<file path="config.mk">
export PLATFORM = sky130hd
export DESIGN_NAME = network_div_seq_27s_11ns_16
export DESIGN_NICKNAME = d
export VERILOG_FILES = /design/src/rtl/network_div_seq_27s_11ns_16.sv
export SDC_FILE = /design/constraint.sdc
export NUM_CORES = 1
export LEC_CHECK = 0
export ABC_AREA = 1
export BUFFER_PORTS_ARGS = -buffer_cell sky130_fd_sc_hd__clkbuf_2
export CAP_MARGIN = 20
export CORE_MARGIN = 3
export CORE_UTILIZATION = 42
export CTS_BUF_LIST = sky130_fd_sc_hd__clkbuf_16
export DETAILED_ROUTE_END_ITERATION = 8
export GPL_TIMING_DRIVEN = 0
export PLACE_DENSITY_LB_ADDON = 0.2
export SYNTH_ARGS = -nofsm -noshare
export SYNTH_HDL_FRONTEND = slang
export SYNTH_SLANG_ARGS = --single-unit
</file>
<file path="constraint.sdc">
create_clock -name ap_clk -period 1.85 [get_ports ap_clk]
set_input_delay 0 -clock ap_clk [delete_from_list [all_inputs] [get_ports ap_clk]]
set_output_delay 0 -clock ap_clk [all_outputs]
set_load 0.01 [all_outputs]
</file>
<file path="src/rtl/network_div_seq_27s_11ns_16.sv">
// Sequential radix-2 restoring divider: signed 27-bit dividend / unsigned 11-bit divisor -> saturated 16-bit quotient + remainder.
// Optional round-half-away-from-zero on the quotient when NETWORK_DIV_ROUND_EN is defined.
module network_div_seq_27s_11ns_16 #(
  parameter int DIVIDEND_W = 27,
  parameter int DIVISOR_W  = 11,
  parameter int QUOT_W     = 16
) (
  input  logic                  ap_clk,
  input  logic                  ap_rst_n,
  input  logic                  in_valid,
  output logic                  in_ready,
  input  logic [DIVIDEND_W-1:0] din0,
  input  logic [DIVISOR_W-1:0]  din1,
  output logic                  out_valid,
  input  logic                  out_ready,
  output logic [QUOT_W-1:0]     quot,
  output logic [DIVISOR_W:0]    rem,
  output logic                  ovf,
  output logic                  dz,
  output logic [1:0]            o_dbg_state
);

  localparam int CNT_W = $clog2(DIVIDEND_W);
  localparam logic [QUOT_W-1:0]     QMAX    = {1'b0, {(QUOT_W-1){1'b1}}};
  localparam logic [QUOT_W-1:0]     QMIN    = {1'b1, {(QUOT_W-1){1'b0}}};
  localparam logic [DIVIDEND_W-1:0] POS_LIM = DIVIDEND_W'(QMAX);
  localparam logic [DIVIDEND_W-1:0] NEG_LIM = DIVIDEND_W'(QMIN);

  typedef enum logic [1:0] {S_IDLE, S_CALC, S_FIX, S_DONE} state_t;

  state_t                r_state, w_next;
  logic                  r_neg, r_dz;
  logic [DIVIDEND_W-1:0] r_mag, r_quo;
  logic [DIVISOR_W-1:0]  r_div;
  logic [DIVISOR_W:0]    r_prem;
  logic [CNT_W-1:0]      r_cnt;

  logic [DIVISOR_W:0]    w_trial, w_sub;
  logic                  w_ge;
  logic [DIVIDEND_W-1:0] w_mag_in, w_qmag;
  logic [QUOT_W-1:0]     w_quot_fix;
  logic [DIVISOR_W:0]    w_rem_fix;
  logic                  w_ovf_fix;

  // Handshake: a transfer happens on a rising edge where valid and ready are both high;
  // in_ready is high only in IDLE, out_valid only in DONE, and DONE holds until out_ready.
  assign in_ready    = (r_state == S_IDLE);
  assign out_valid   = (r_state == S_DONE);
  assign o_dbg_state = r_state;

  assign w_mag_in = din0[DIVIDEND_W-1] ? (~din0 + 1'b1) : din0;
  assign w_trial  = {r_prem[DIVISOR_W-1:0], r_mag[DIVIDEND_W-1]};
  assign w_ge     = (w_trial >= {1'b0, r_div});
  assign w_sub    = w_trial - {1'b0, r_div};

  always_ff @(posedge ap_clk or negedge ap_rst_n) begin
    if (!ap_rst_n) r_state <= S_IDLE;
    else           r_state <= w_next;
  end

  always_comb begin
    w_next = r_state;
    case (r_state)
      S_IDLE: if (in_valid) w_next = (din1 == '0) ? S_FIX : S_CALC;
      S_CALC: if (r_cnt == '0) w_next = S_FIX;
      S_FIX:  w_next = S_DONE;
      S_DONE: if (out_ready) w_next = S_IDLE;
      default: w_next = S_IDLE;
    endcase
  end

`ifdef NETWORK_DIV_ROUND_EN
  logic w_round;
  // The partial remainder is already below the divisor, so doubling it fits in DIVISOR_W+1 bits.
  assign w_round = ({r_prem[DIVISOR_W-1:0], 1'b0} >= {1'b0, r_div});
  assign w_qmag  = r_quo + {{(DIVIDEND_W-1){1'b0}}, w_round};
`else
  assign w_qmag  = r_quo;
`endif

  always_comb begin
    w_quot_fix = '0;
    w_rem_fix  = '0;
    w_ovf_fix  = 1'b0;
    if (r_dz) begin
      w_quot_fix = r_neg ? QMIN : QMAX;
    end else if (!r_neg) begin
      w_rem_fix = r_prem;
      if (w_qmag > POS_LIM) begin
        w_quot_fix = QMAX;
        w_ovf_fix  = 1'b1;
      end else begin
        w_quot_fix = w_qmag[QUOT_W-1:0];
      end
    end else begin
      w_rem_fix = ~r_prem + 1'b1;
      if (w_qmag > NEG_LIM) begin
        w_quot_fix = QMIN;
        w_ovf_fix  = 1'b1;
      end else begin
        w_quot_fix = ~w_qmag[QUOT_W-1:0] + 1'b1;
      end
    end
  end

  always_ff @(posedge ap_clk or negedge ap_rst_n) begin
    if (!ap_rst_n) begin
      r_neg  <= 1'b0;
      r_dz   <= 1'b0;
      r_mag  <= '0;
      r_quo  <= '0;
      r_div  <= '0;
      r_prem <= '0;
      r_cnt  <= '0;
      quot   <= '0;
      rem    <= '0;
      ovf    <= 1'b0;
      dz     <= 1'b0;
    end else begin
      case (r_state)
        S_IDLE: if (in_valid) begin
          r_neg  <= din0[DIVIDEND_W-1];
          r_dz   <= (din1 == '0);
          r_mag  <= w_mag_in;
          r_div  <= din1;
          r_quo  <= '0;
          r_prem <= '0;
          r_cnt  <= CNT_W'(DIVIDEND_W - 1);
        end
        S_CALC: begin
          r_prem <= w_ge ? w_sub : w_trial;
          r_quo  <= {r_quo[DIVIDEND_W-2:0], w_ge};
          r_mag  <= {r_mag[DIVIDEND_W-2:0], 1'b0};
          r_cnt  <= r_cnt - 1'b1;
        end
        S_FIX: begin
          quot <= w_quot_fix;
          rem  <= w_rem_fix;
          ovf  <= w_ovf_fix;
          dz   <= r_dz;
        end
        S_DONE: if (out_ready) begin
          ovf <= 1'b0;
          dz  <= 1'b0;
        end
        default: ;
      endcase
    end
  end

endmodule

</file>
---- Yosys cells after proc, flatten, opt, wreduce, memory -nomap -nowiden ----
Cells that the tools add are included.
operators by class
  equality and inequality tests ........... 6
  muxes and demuxes ....................... 29
  add/sub/neg operators ................... 5
  bitwise operators ....................... 3
  reduce and logical (&&, ||, !) cells .... 9
  order comparisons ....................... 3
operators with widths
  cell                     count
  $pmux W27 S2             2
  $mux W27                 3
  $mux W16                 5
  $mux W12                 4
  $add A27 B1 Y27 const B  1
  $gt A27 B15 Y1 const B   1
  $gt A27 B16 Y1 const B   1
  $not A27 Y27             1
  $pmux W12 S2             1
  $add A16 B1 Y16 const B  1
  $not A16 Y16             1
  $add A12 B1 Y12 const B  1
  $ge A12 B11 Y1           1
  $not A12 Y12             1
  $sub A12 B11 Y12         1
  $logic_not A11 Y1        1
  $pmux W5 S2              1
  $mux W2                  4
  $pmux W2 S4              1
  $reduce_and A2 Y1        3
  $logic_not A5 Y1         1
  $mux W1                  5
  $mux W5                  1
  $sub A5 B1 Y5 const B    1
  8 further kinds          12
word-level totals
  output and inout bits ................... 34
  register bits after elaboration ......... 116

---- Longest topological paths before layout ----
Gate-level depths: netlist of the first run.
  depth after elaboration ................. 5
  gate-level depth with buffers ........... 13

---- Least setup slack after synthesis of the first run ----
No wires, ideal clock.
  path kind ............................... reg2reg
  start ................................... reg r_mag[26]
  end ..................................... reg r_prem[4]
  stages on the path, launching flop included .. 13
  arrival ................................. 1.736 ns
  path buffers ............................ 1
  slack ................................... -0.015 ns
  library setup time ...................... 0.130 ns
  cell sequence ........................... dfrtp_1 inv_1 ha_1 fa_1 inv_1 nand3_1 nand2_2 o211ai_4 nand2_4 buf_6 nand2_1 nand3_1 o21ai_1
on the way
  cells in the longest elaborated chain, start to end .. 3
  elaborated cells between the ends (all ways) .. 4
RTL lines
  item                                                       line    text
  start: declaration                                         33      logic [DIVIDEND_W-1:0] r_mag, r_quo;
  start signal: assignment                                   124     r_mag <= w_mag_in;
  start signal: assignment                                   133     r_mag <= {r_mag[DIVIDEND_W-2:0], 1'b0};
  $sub A12 B11 Y12 / $ge A12 B11 Y1 (equally long branches)  54, 53
  $mux W12 *                                                 131     r_prem <= w_ge ? w_sub : w_trial;
  $pmux W12 S2 *                                             120     case (r_state)
  end signal: assignment                                     131
  end: declaration                                           35      logic [DIVISOR_W:0] r_prem;
Every way passes the cells marked *; elsewhere a longest branch is shown, timed or not.
A chain may end at the register's enable or synchronous reset.

---- Final worst setup path of the first run ----
  start ................................... reg r_div[0]
  end ..................................... reg r_prem[8]
on the way
  cells in the longest elaborated chain, start to end .. 3
  elaborated cells between the ends (all ways) .. 4
RTL lines
  item                                                       line    text
  start: declaration                                         34      logic [DIVISOR_W-1:0] r_div;
  start signal: assignment                                   125     r_div <= din1;
  $sub A12 B11 Y12 / $ge A12 B11 Y1 (equally long branches)  54, 53
  $mux W12 *                                                 131
  $pmux W12 S2 *                                             120
Marks and branches as above.

==> qor.txt, run 1 <==
row count: 47
Tmin final: 1.92 ns
Final nets: 1217
maximum net fanout on the critical path: 5
clock latency on the worst-skew pair: 0.42 ns
Antenna Diode Count: 0
power share of the clock group: 0.148
DP Wirelength: 15000 um
vias: 7122
initial antenna violation count: 0
gr usage total: 0.224
first-pass GRT wire length: 33500 um
clk slew on worst S/H paths: 0.05 ns
status: complete, but fails checks
CP Capture Type: flip-flop
Starting DRT DRC Count: 483
DIE HEIGHT: 138 um
number of synthesized flops with an enable pin: 0
Fmax achieved: 0.521 GHz
RR Endpoint: r_prem[8]
Comb power frac: 0.615
Crit Path Category: flip-flop to flip-flop
total number of yosys warnings: 0
Syn Area/Cell: 7.21 sq um
Die X: 138 um
flops & latches, synth: 116
Setup crit start: r_div[0]
port bufs: 75
Critical Path AT: 2.22 ns
Setup crit start kind: flip-flop
GRT overflow: 0
Worst slew margin: 0.639
syn nets: 1076
max cap viols: 0
post-synthesis sequential area ratio: 0.398
WHS Endpoint: r_mag[26]
die area: 19000 sq um
Clock Sinks: 116
DR WL/cell: 14.6 um
Mapped Cells: 1012
Top Ports: 76
Final period util: 1.04
fin. max-slew vios: 0
CTS Buffer Depth: 2
setup TNS: -0.368 ns
leakage: 4.63 nW
hold path cells: 4
Synth async-reset ratio: 1.00
PD cells: 2100 nW/um^2
total CTS buffers: 17
Core ar.: 16800 sq um
minimum setup slack among reg-to-reg paths: -0.07 ns
vias per inst: 5.14
1st-pass router iterations: 5
synthesis-to-layout area growth: 26.1%
Initial Utilization: 0.434
Seq pwr share: 0.236
worst slew pin tran: 0.542 ns
Layout Skew: 0.0103 ns
Post-DRT Antenna Nets: 0
layout cells sized above 1: 0.189
vias in the first global route: 6786
Int Pwr: 10.1 mW
P_sw: 9.26 mW
Setup violations, final: 10
post-synthesis cell type count: 45
CTS tree: yes
reg2reg start: r_div[0]
HP Class: input port to flip-flop
root buf cell: clkbuf_16
Net Sw Frac: 0.479
WP data required: 2.15 ns
worst setup margin: -0.0698 ns
DRT Wirelength: 20300 um
Clock H-tree levels: 4
WHS: 0.00511 ns
Main synth FF type: dfrtp_1
failing checks: setup timing
hold wc startpoint: din0[17]
Residual DRC: 0
Max IR drop VDD: 0.934 mV
RSZ-0062 raised after global routing: yes
pin count of the biggest net entering global routing: 61
GPL Wtd Cong: 0.910
Mapped Area: 7300 sq um
Hold Vio Cnt, Final: 0
FF-to-FF path depth: 11
-- registers in the layout (all words and copies together), names as in the netlist, 2 cells and up --
name         count
quot            16
rem             12
r_prem          12
r_cnt            5
r_quo           27
r_div           11
r_mag           27
o_dbg_state      2
-- synth_stat cells, types with 15 or more instances --
master    count  area, sq um
o21ai_0      63          315
clkbuf_1     16         60.1
o21ai_1      21          105
a21oi_1      34          170
xor2_1       16          140
nand3_1      81          405
nand2_1     250          938
o22ai_1      26          163
inv_1       105          394
nor2_1      132          495
nand4_1      28          175
inv_2        15         56.3
ha_1         21          263
dfrtp_1     116         2900
-- timing repair --
| action | CTS | global route |
|---|---|---|
| setup endpoints to repair | 87 | 83 |
| buffers inserted | 6 | 11 |
| pin swaps | 7 | 10 |
| hold endpoints to repair | 140 | 0 |
| gates cloned | 0 | 1 |
| gates resized for setup | 46 | 23 |
| hold buffers | 28 | 0 |
-- worst max path at each step --
stage	cells after the start	slack, ns	end
final	11	-0.07	r_prem[8]
after global routing	11	-0.12	r_prem[8]
after CTS	11	-0.03	r_prem[9]
after detailed placement	8	-0.45	r_mag[21]
after global placement	1	-1.00	r_mag[18]
after floorplan	12	0.03	r_prem[4]
-- power groups by stage --
| stage | registers, mW | clock network (mW) | logic, mW |
|---|---|---|---|
| after floorplan | 4.46 | 0 | 7.75 |
| after global placement | 4.52 | 0 | 10.3 |
| after detailed placement | 4.52 | 0 | 10.4 |
| after CTS | 4.55 | 2.90 | 11.2 |
| after global routing | 4.71 | 3.04 | 13.3 |
| final | 4.56 | 2.87 | 11.9 |
-- cells in the final DEF, fill, tap and decap left out, drive strengths merged, types with 31 or more instances in the layout --
master  count
nor2      139
inv       125
a21oi      39
dfrtp     116
buf        31
nand3      83
o21ai      87
nand2     258
clkbuf    112
-- metal layers --
metal | up-vias | track usage | share of wire
li1 | 3614 | - | -
met1 | 3272 | 0.323 | 0.49
met2 | 209 | 0.339 | 0.44
met3 | 27 | 0.0438 | 0.049
met4 | 0 | 0.0692 | 0.021
met5 | - | 0 | 0
-- cell type report --
cell class                 count  area [sq um]
fill                        1647          7610
clock inverter                15          83.8
buffer                        32           194
timing repair buffer         122           861
clock buffer                  17           425
multi-input combinational    743          4000
tap                          220           275
inverter                     121           457
sequential                   116          2910
-- through the flow --
stage                     utilization  setup WS, ns  std cells  total power [mW]  cell area, sq um
after CTS                       0.536       -0.0261       1374              18.6              9020
final                           0.547       -0.0698       1386              19.3              9210
after floorplan                     -        0.0318       1012              12.2              7300
after global placement          0.473         -1.00       1307              14.8              7950
after detailed placement        0.475        -0.451       1308              14.9              7990
after global routing            0.547        -0.115       1386              21.1              9210
-- logic make-up (layout without fill, tap and decap cells) --
logic type,Yosys count,after routing,share of synthesized area
AND/OR/NAND/NOR,523,523,0.311
AO/OA/AOI/OAI,176,176,0.142
flip-flops,116,116,0.398
buffers and inverters,153,307,0.0850
adder cells (fa/ha/maj),22,22,0.0387
XOR/XNOR,22,22,0.0264
-- critical path, cell delays in order, from the launching register on --
cell	delay, ns
dfrtp_1	0.40
ha_4	0.18
fa_2	0.40
inv_2	0.07
nand3_2	0.07
nand2_4	0.09
o211ai_4	0.10
nand2_4	0.12
clkbuf_16	0.15
nand2_1	0.07
nand3_1	0.08
nand2_1	0.06
Power figures use the tool's default switching activity.
==> run 2: changes to the inputs <==
==> constraint.sdc (replaced) <==
create_clock -name ap_clk -period 2.2 [get_ports ap_clk]
set_input_delay 0 -clock ap_clk [delete_from_list [all_inputs] [get_ports ap_clk]]
set_output_delay 0 -clock ap_clk [all_outputs]
set_load 0.01 [all_outputs]
==> run 2 against run 1 <==
The run now ends clean. Total power fell by 19%. Cell count decreased by 0.79%. Routed wire length shrank 3.2%. First-iteration DRC count decreased by 3.5%. Combinational power is 24% lower. Global-route usage fell by 0.62 points.
==> qor.txt, run 2 (synthesized netlist as in run 1, its figures left out) <==
first-pass GRT wire length: 32600 um (was 33500 um)
DP Wirelength: 15000 um (about the same)
Die X: 138 um (unchanged)
most common cell after layout, fill and taps aside: nand2_1 (unchanged)
WHS: 0.0123 ns (was 0.00511 ns)
hold path cells: 5 (was 4)
Post-DRT Antenna Nets: 0 (unchanged)
Clock Sinks: 116 (unchanged)
gr usage total: 0.218 (was 0.224)
Setup crit start kind: flip-flop (unchanged)
Antenna Diode Count: 0 (unchanged)
Seq pwr share: 0.244 (was 0.236)
hold wc startpoint: din0[10] (was din0[17])
clock latency on the worst-skew pair: 0.42 ns (about the same)
Residual DRC: 0 (unchanged)
worst setup margin: 0.122 ns (was -0.0698 ns)
vias in the first global route: 6631 (was 6786)
1st-pass router iterations: 5 (unchanged)
DIE HEIGHT: 138 um (unchanged)
Int Pwr: 8.17 mW (was 10.1 mW)
Top Ports: 76 (unchanged)
Net Sw Frac: 0.476 (was 0.479)
Final period util: 0.945 (was 1.04)
WHS Endpoint: r_mag[10] (was r_mag[26])
HP Class: input port to flip-flop (unchanged)
initial antenna violation count: 0 (unchanged)
layout cells sized above 1: 0.152 (was 0.189)
GRT overflow: 0 (unchanged)
top flop regs: r_mag x27, r_quo x27, quot x16 (unchanged)
maximum net fanout on the critical path: 10 (was 5)
Final nets: 1206 (was 1217)
family with the most delay on the worst path: simple AND/OR/NAND/NOR gates (was adder cells)
power share of the clock group: 0.180 (was 0.148)
Core ar.: 16800 sq um (unchanged)
GRT busiest layer: met2 (unchanged)
root buf cell: clkbuf_16 (unchanged)
minimum setup slack among reg-to-reg paths: 0.12 ns (was -0.07 ns)
Starting DRT DRC Count: 466 (was 483)
critical path's slowest cell: dfrtp_1 (unchanged)
setup TNS: 0 ns (was -0.368 ns)
dpl ws: -0.146 ns (was -0.451 ns)
Layout Skew: 0.00814 ns (was 0.0103 ns)
vias per inst: 5.15 (was 5.14)
max cap viols: 0 (unchanged)
worst slew pin tran: 0.576 ns (was 0.542 ns)
status: complete, no violations (was complete, but fails checks)
WP data required: 2.51 ns (was 2.15 ns)
fin. max-slew vios: 0 (unchanged)
CTS Buffer Depth: 2 (unchanged)
port bufs: 75 (unchanged)
reg2reg start: r_prem[7] (was r_div[0])
total CTS buffers: 17 (unchanged)
cell depth of the worst setup path: 9 (was 11)
crit path buf inv count: 1 (was 2)
met2 Track Usage GR: 0.330 (was 0.339)
CTS tree: yes (unchanged)
vias: 7084 (was 7122)
Clock H-tree levels: 4 (unchanged)
met1 Usage GRT: 0.312 (was 0.323)
row count: 47 (unchanged)
Design Power: 15.6 mW (was 19.3 mW)
Tmin final: 2.08 ns (was 1.92 ns)
leakage: 4.55 nW (was 4.63 nW)
die area: 19000 sq um (unchanged)
Fmax achieved: 0.481 GHz (was 0.521 GHz)
RR Endpoint: r_prem[7] (was r_prem[8])
synthesis-to-layout area growth: 22.4% (was 26.1%)
met3 global-route usage: 0.0369 (was 0.0438)
Critical Path AT: 2.39 ns (was 2.22 ns)
Setup violations, final: 0 (was 10)
commonest non-fill, non-tap cells in the layout: 250 x nand2_1, 132 x nor2_1, 116 x dfrtp_1 (was 248 x nand2_1, 128 x nor2_1, 111 x dfrtp_1)
pin count of the biggest net entering global routing: 88 (was 61)
Max IR drop VDD: 0.752 mV (was 0.934 mV)
cell breakdown of the critical path: ha_1 -> nand2_1 -> nor3_4 -> o211ai_4 -> nand2_4 -> buf_6 -> nand3_1 -> nand3_1 -> nand2_1 (was ha_4 -> fa_2 -> inv_2 -> nand3_2 -> nand2_4 -> o211ai_4 -> nand2_4 -> clkbuf_16 -> nand2_1 -> nand3_1 -> nand2_1)
Crit Path Category: flip-flop to flip-flop (unchanged)
FF-to-FF path depth: 9 (was 11)
GPL Wtd Cong: 0.921 (was 0.910)
DR WL/cell: 14.3 um (was 14.6 um)
Initial Utilization: 0.434 (unchanged)
P_sw: 7.44 mW (was 9.26 mW)
Worst slew margin: 0.614 (was 0.639)
Max stage delay on crit path: 0.45 ns (was 0.40 ns)
PD cells: 1750 nW/um^2 (was 2100 nW/um^2)
Comb power frac: 0.576 (was 0.615)
CP Capture Type: flip-flop (unchanged)
DRT Wirelength: 19600 um (was 20300 um)
Hold Vio Cnt, Final: 0 (unchanged)
clk slew on worst S/H paths: 0.05 ns (about the same)
==> run 2: final cells by class <==
type | instances | area [sq um]
clock inverters | 15 | 170
repair buffers | 111 | 744
fillers | 1709 | 7880
well taps | 220 | 275
inverters | 121 | 454
flip-flops and latches | 116 | 2900
plain buffers | 32 | 170
clock buffers | 17 | 425
multi-input cells | 743 | 3790
==> run 2: timing repair <==
item,4_1_cts,5_1_grt
resized for setup,1,12
endpoints found under the hold margin,142,0
setup buffers,0,7
hold buffers,28,0
setup endpoints to repair,7,63
pin swaps,0,3
cloned,0,0
==> run 2: routing by layer <==
layer	part of all wire	vias to the layer above
met5	0	-
met4	0.024	0
met3	0.064	34
met2	0.43	220
met1	0.48	3248
li1	-	3582
==> run 2: worst min-delay path: cells and delay by family <==
family | cells | cell delay, ns
AO/OA/AOI/OAI | 1 | 0.11
AND/OR/NAND/NOR | 3 | 0.16
buffers and inverters | 1 | 0.12
==> run 2: power by group through the flow <==
stage | combinational [mW] | sequential [mW] | clock, mW
finish | 9.00 | 3.80 | 2.81
CTS | 8.84 | 3.79 | 2.85
global placement | 8.66 | 3.80 | 0
floorplan | 6.52 | 3.75 | 0
global route | 10.2 | 3.92 | 2.96
detailed placement | 8.74 | 3.80 | 0
==> run 2: per-stage QoR <==
stage / instance area, sq um / cells / utilization
after floorplan: 7300 / 1012 / -
after global placement: 7950 / 1307 / 0.473
after detailed placement: 7990 / 1308 / 0.475
after CTS: 8860 / 1368 / 0.527
after global routing: 8940 / 1375 / 0.531
final: 8940 / 1375 / 0.531
==> run 2: how the worst max path moves through the flow <==
stage                               from         to  slack, ns
after global routing           r_prem[6]  r_prem[7]   -0.00001
after CTS                      r_mag[26]  r_prem[7]       0.03
after detailed placement  o_dbg_state[1]  r_mag[21]      -0.15
after global placement          ap_rst_n  r_mag[18]      -0.65
after floorplan                r_mag[26]  r_prem[4]       0.33
final                          r_prem[7]  r_prem[7]       0.12
==> run 3: changes to the inputs <==
--- a/config.mk
+++ b/config.mk
@@ -8,6 +8,7 @@
 export ABC_AREA = 1
 export BUFFER_PORTS_ARGS = -buffer_cell sky130_fd_sc_hd__clkbuf_2
 export CAP_MARGIN = 20
+export CORE_ASPECT_RATIO = 0.9
 export CORE_MARGIN = 3
 export CORE_UTILIZATION = 42
 export CTS_BUF_LIST = sky130_fd_sc_hd__clkbuf_16
==> run 3 against run 2 <==
Flip-flop and latch count stayed put. Count of clock-buffer cells in the layout did not move. Design area shrank 0.98%. Register-to-register slack about the same. Clock power is 19% lower. Total power shrank 2.7%. Via count shrank 0.21%.
==> qor.txt, run 3 (synthesized netlist as in run 1, its figures left out) <==
Post-DRT Antenna Nets: 0 (unchanged)
Design Power: 15.2 mW (was 15.6 mW)
DIE HEIGHT: 131 um (was 138 um)
final instance area: 8850 sq um (was 8940 sq um)
Layout Skew: 0.00829 ns (was 0.00814 ns)
family with the most delay on the worst path: compound AO/OA/AOI/OAI gates (was simple AND/OR/NAND/NOR gates)
dpl ws: -0.251 ns (was -0.146 ns)
synthesis-to-layout area growth: 21.2% (was 22.4%)
clk slew on worst S/H paths: 0.05 ns (about the same)
Top Ports: 76 (unchanged)
max cap viols: 0 (unchanged)
gr usage total: 0.215 (was 0.218)
GPL Wtd Cong: 0.895 (was 0.921)
first-pass GRT wire length: 33000 um (was 32600 um)
vias in the first global route: 6442 (was 6631)
row count: 45 (was 47)
Final period util: 0.946 (was 0.945)
WHS: 0.00486 ns (was 0.0123 ns)
worst slew pin tran: 0.567 ns (was 0.576 ns)
CTS Buffer Depth: 2 (unchanged)
vias per inst: 5.10 (was 5.15)
Antenna Diode Count: 0 (unchanged)
GRT overflow: 0 (unchanged)
Max stage delay on crit path: 0.49 ns (was 0.45 ns)
pin count of the biggest net entering global routing: 79 (was 88)
DP Wirelength: 15100 um (was 15000 um)
most common cell after layout, fill and taps aside: nand2_1 (unchanged)
Clock H-tree levels: 4 (unchanged)
Max IR drop VDD: 0.756 mV (was 0.752 mV)
Multi-input gate area: 3800 sq um (was 3790 sq um)
Crit Path Category: flip-flop to flip-flop (unchanged)
fin. max-slew vios: 0 (unchanged)
Starting DRT DRC Count: 468 (was 466)
Initial Utilization: 0.431 (was 0.434)
Setup crit start kind: flip-flop (unchanged)
register area: 2900 sq um (unchanged)
port bufs: 75 (unchanged)
Area after DPL: 8010 sq um (was 7990 sq um)
Fmax achieved: 0.481 GHz (about the same)
WP data required: 2.55 ns (was 2.51 ns)
leakage: 4.51 nW (was 4.55 nW)
status: complete, no violations (unchanged)
crit path buf inv count: 1 (unchanged)
commonest non-fill, non-tap cells in the layout: 250 x nand2_1, 132 x nor2_1, 116 x dfrtp_1 (unchanged)
DR WL/cell: 14.5 um (was 14.3 um)
PD cells: 1720 nW/um^2 (was 1750 nW/um^2)
Setup violations, final: 0 (unchanged)
maximum net fanout on the critical path: 10 (unchanged)
Hold Vio Cnt, Final: 0 (unchanged)
root buf cell: clkbuf_16 (unchanged)
critical path's slowest cell: dfrtp_1 (unchanged)
HP Class: input port to flip-flop (unchanged)
CP Capture Type: flip-flop (unchanged)
Fillers: 1702 (was 1709)
clock latency on the worst-skew pair: 0.41 ns (was 0.42 ns)
Tmin final: 2.08 ns (about the same)
worst setup margin: 0.119 ns (was 0.122 ns)
Core ar.: 16900 sq um (was 16800 sq um)
DRT Wirelength: 20100 um (was 19600 um)
CTS tree: yes (unchanged)
Worst slew margin: 0.622 (was 0.614)
initial antenna violation count: 0 (unchanged)
cell breakdown of the critical path: ha_2 -> a21oi_4 -> o21ai_1 -> a21oi_4 -> nand2_4 -> buf_6 -> nand3_1 -> nand3_1 -> nand2_1 (was ha_1 -> nand2_1 -> nor3_4 -> o211ai_4 -> nand2_4 -> buf_6 -> nand3_1 -> nand3_1 -> nand2_1)
Final nets: 1206 (unchanged)
1st-pass router iterations: 5 (unchanged)
Critical Path AT: 2.43 ns (was 2.39 ns)
die area: 19000 sq um (about the same)
vias: 7069 (was 7084)
top flop regs: r_mag x27, r_quo x27, quot x16 (unchanged)
Clock Sinks: 116 (unchanged)
Residual DRC: 0 (unchanged)
total CTS buffers: 17 (unchanged)
Die X: 145 um (was 138 um)
layout cells sized above 1: 0.153 (was 0.152)
run 3: cell types whose count changed in the layout (fill, tap and decap cells not counted), sizes merged:
cell,previous run,this run
buf,23,22
dlygate4sd3,28,27
bufinv,4,0
inv,121,122
clkbuf,109,111
run 3: path summary, 6_finish.rpt:
path / from / end / slack (ns) / depth (start not counted)
min in group asynchronous: ap_rst_n / rem[9] / 0.07 / 2
hold reg to reg: r_mag[13] / r_mag[13] / 0.48 / 2
setup / recovery: r_prem[4] / r_prem[7] / 0.12 / 9
hold / removal: din0[17] / r_mag[26] / 0.005 / 4
setup reg to reg: r_prem[4] / r_prem[7] / 0.12 / 9
max in group asynchronous: ap_rst_n / quot[8] / 1.44 / 3
run 3: area by class of cell:
type,count,area share
Inverter,121,0.0513
Sequential cell,116,0.328
Tap cell,235,0.0332
Clock buffer,17,0.0481
Timing Repair Buffer,111,0.0838
Clock inverter,12,0.00594
Buffer,32,0.0202
Multi-Input combinational cell,743,0.429
run 3: where the power goes:
part	internal (mW)	switching (mW)	leakage, nW
registers	3.11	0.723	1.47
clock network	1.37	0.921	0.241
logic	3.24	5.82	2.79
total	7.72	7.46	4.51
run 3: timing repair:
action / CTS / global route
resized for setup: 5 / 15
pin swaps: 0 / 3
setup buffers: 0 / 8
hold buffers: 27 / 0
endpoints found under the setup margin: 22 / 49
hold endpoints to repair: 143 / 0
run 3: worst register-to-register path: cells and delay by family (launching register included):
family / cells / cell delay, ns
compound gates: 3 / 0.64
flops: 1 / 0.49
fa+ha+maj: 1 / 0.38
simple gates: 4 / 0.35
buf+inv: 1 / 0.16
run 3: stage by stage:
stage	TNS (ns)	cells	util
finish	0	1387	0.522
global route	-0.0327	1387	0.522
CTS	0	1379	0.517
detailed placement	-1.47	1323	0.472
global placement	-76.53	1322	0.470
floorplan	0	1012	-
run 3: routing by layer:
layer | track usage | wire (um) | vias up
li1 | - | - | 3585
met1 | 0.318 | 10100 | 3301
met2 | 0.331 | 8700 | 165
met3 | 0.0371 | 995 | 18
met4 | 0.0559 | 242 | 0
met5 | 0 | 0 | -
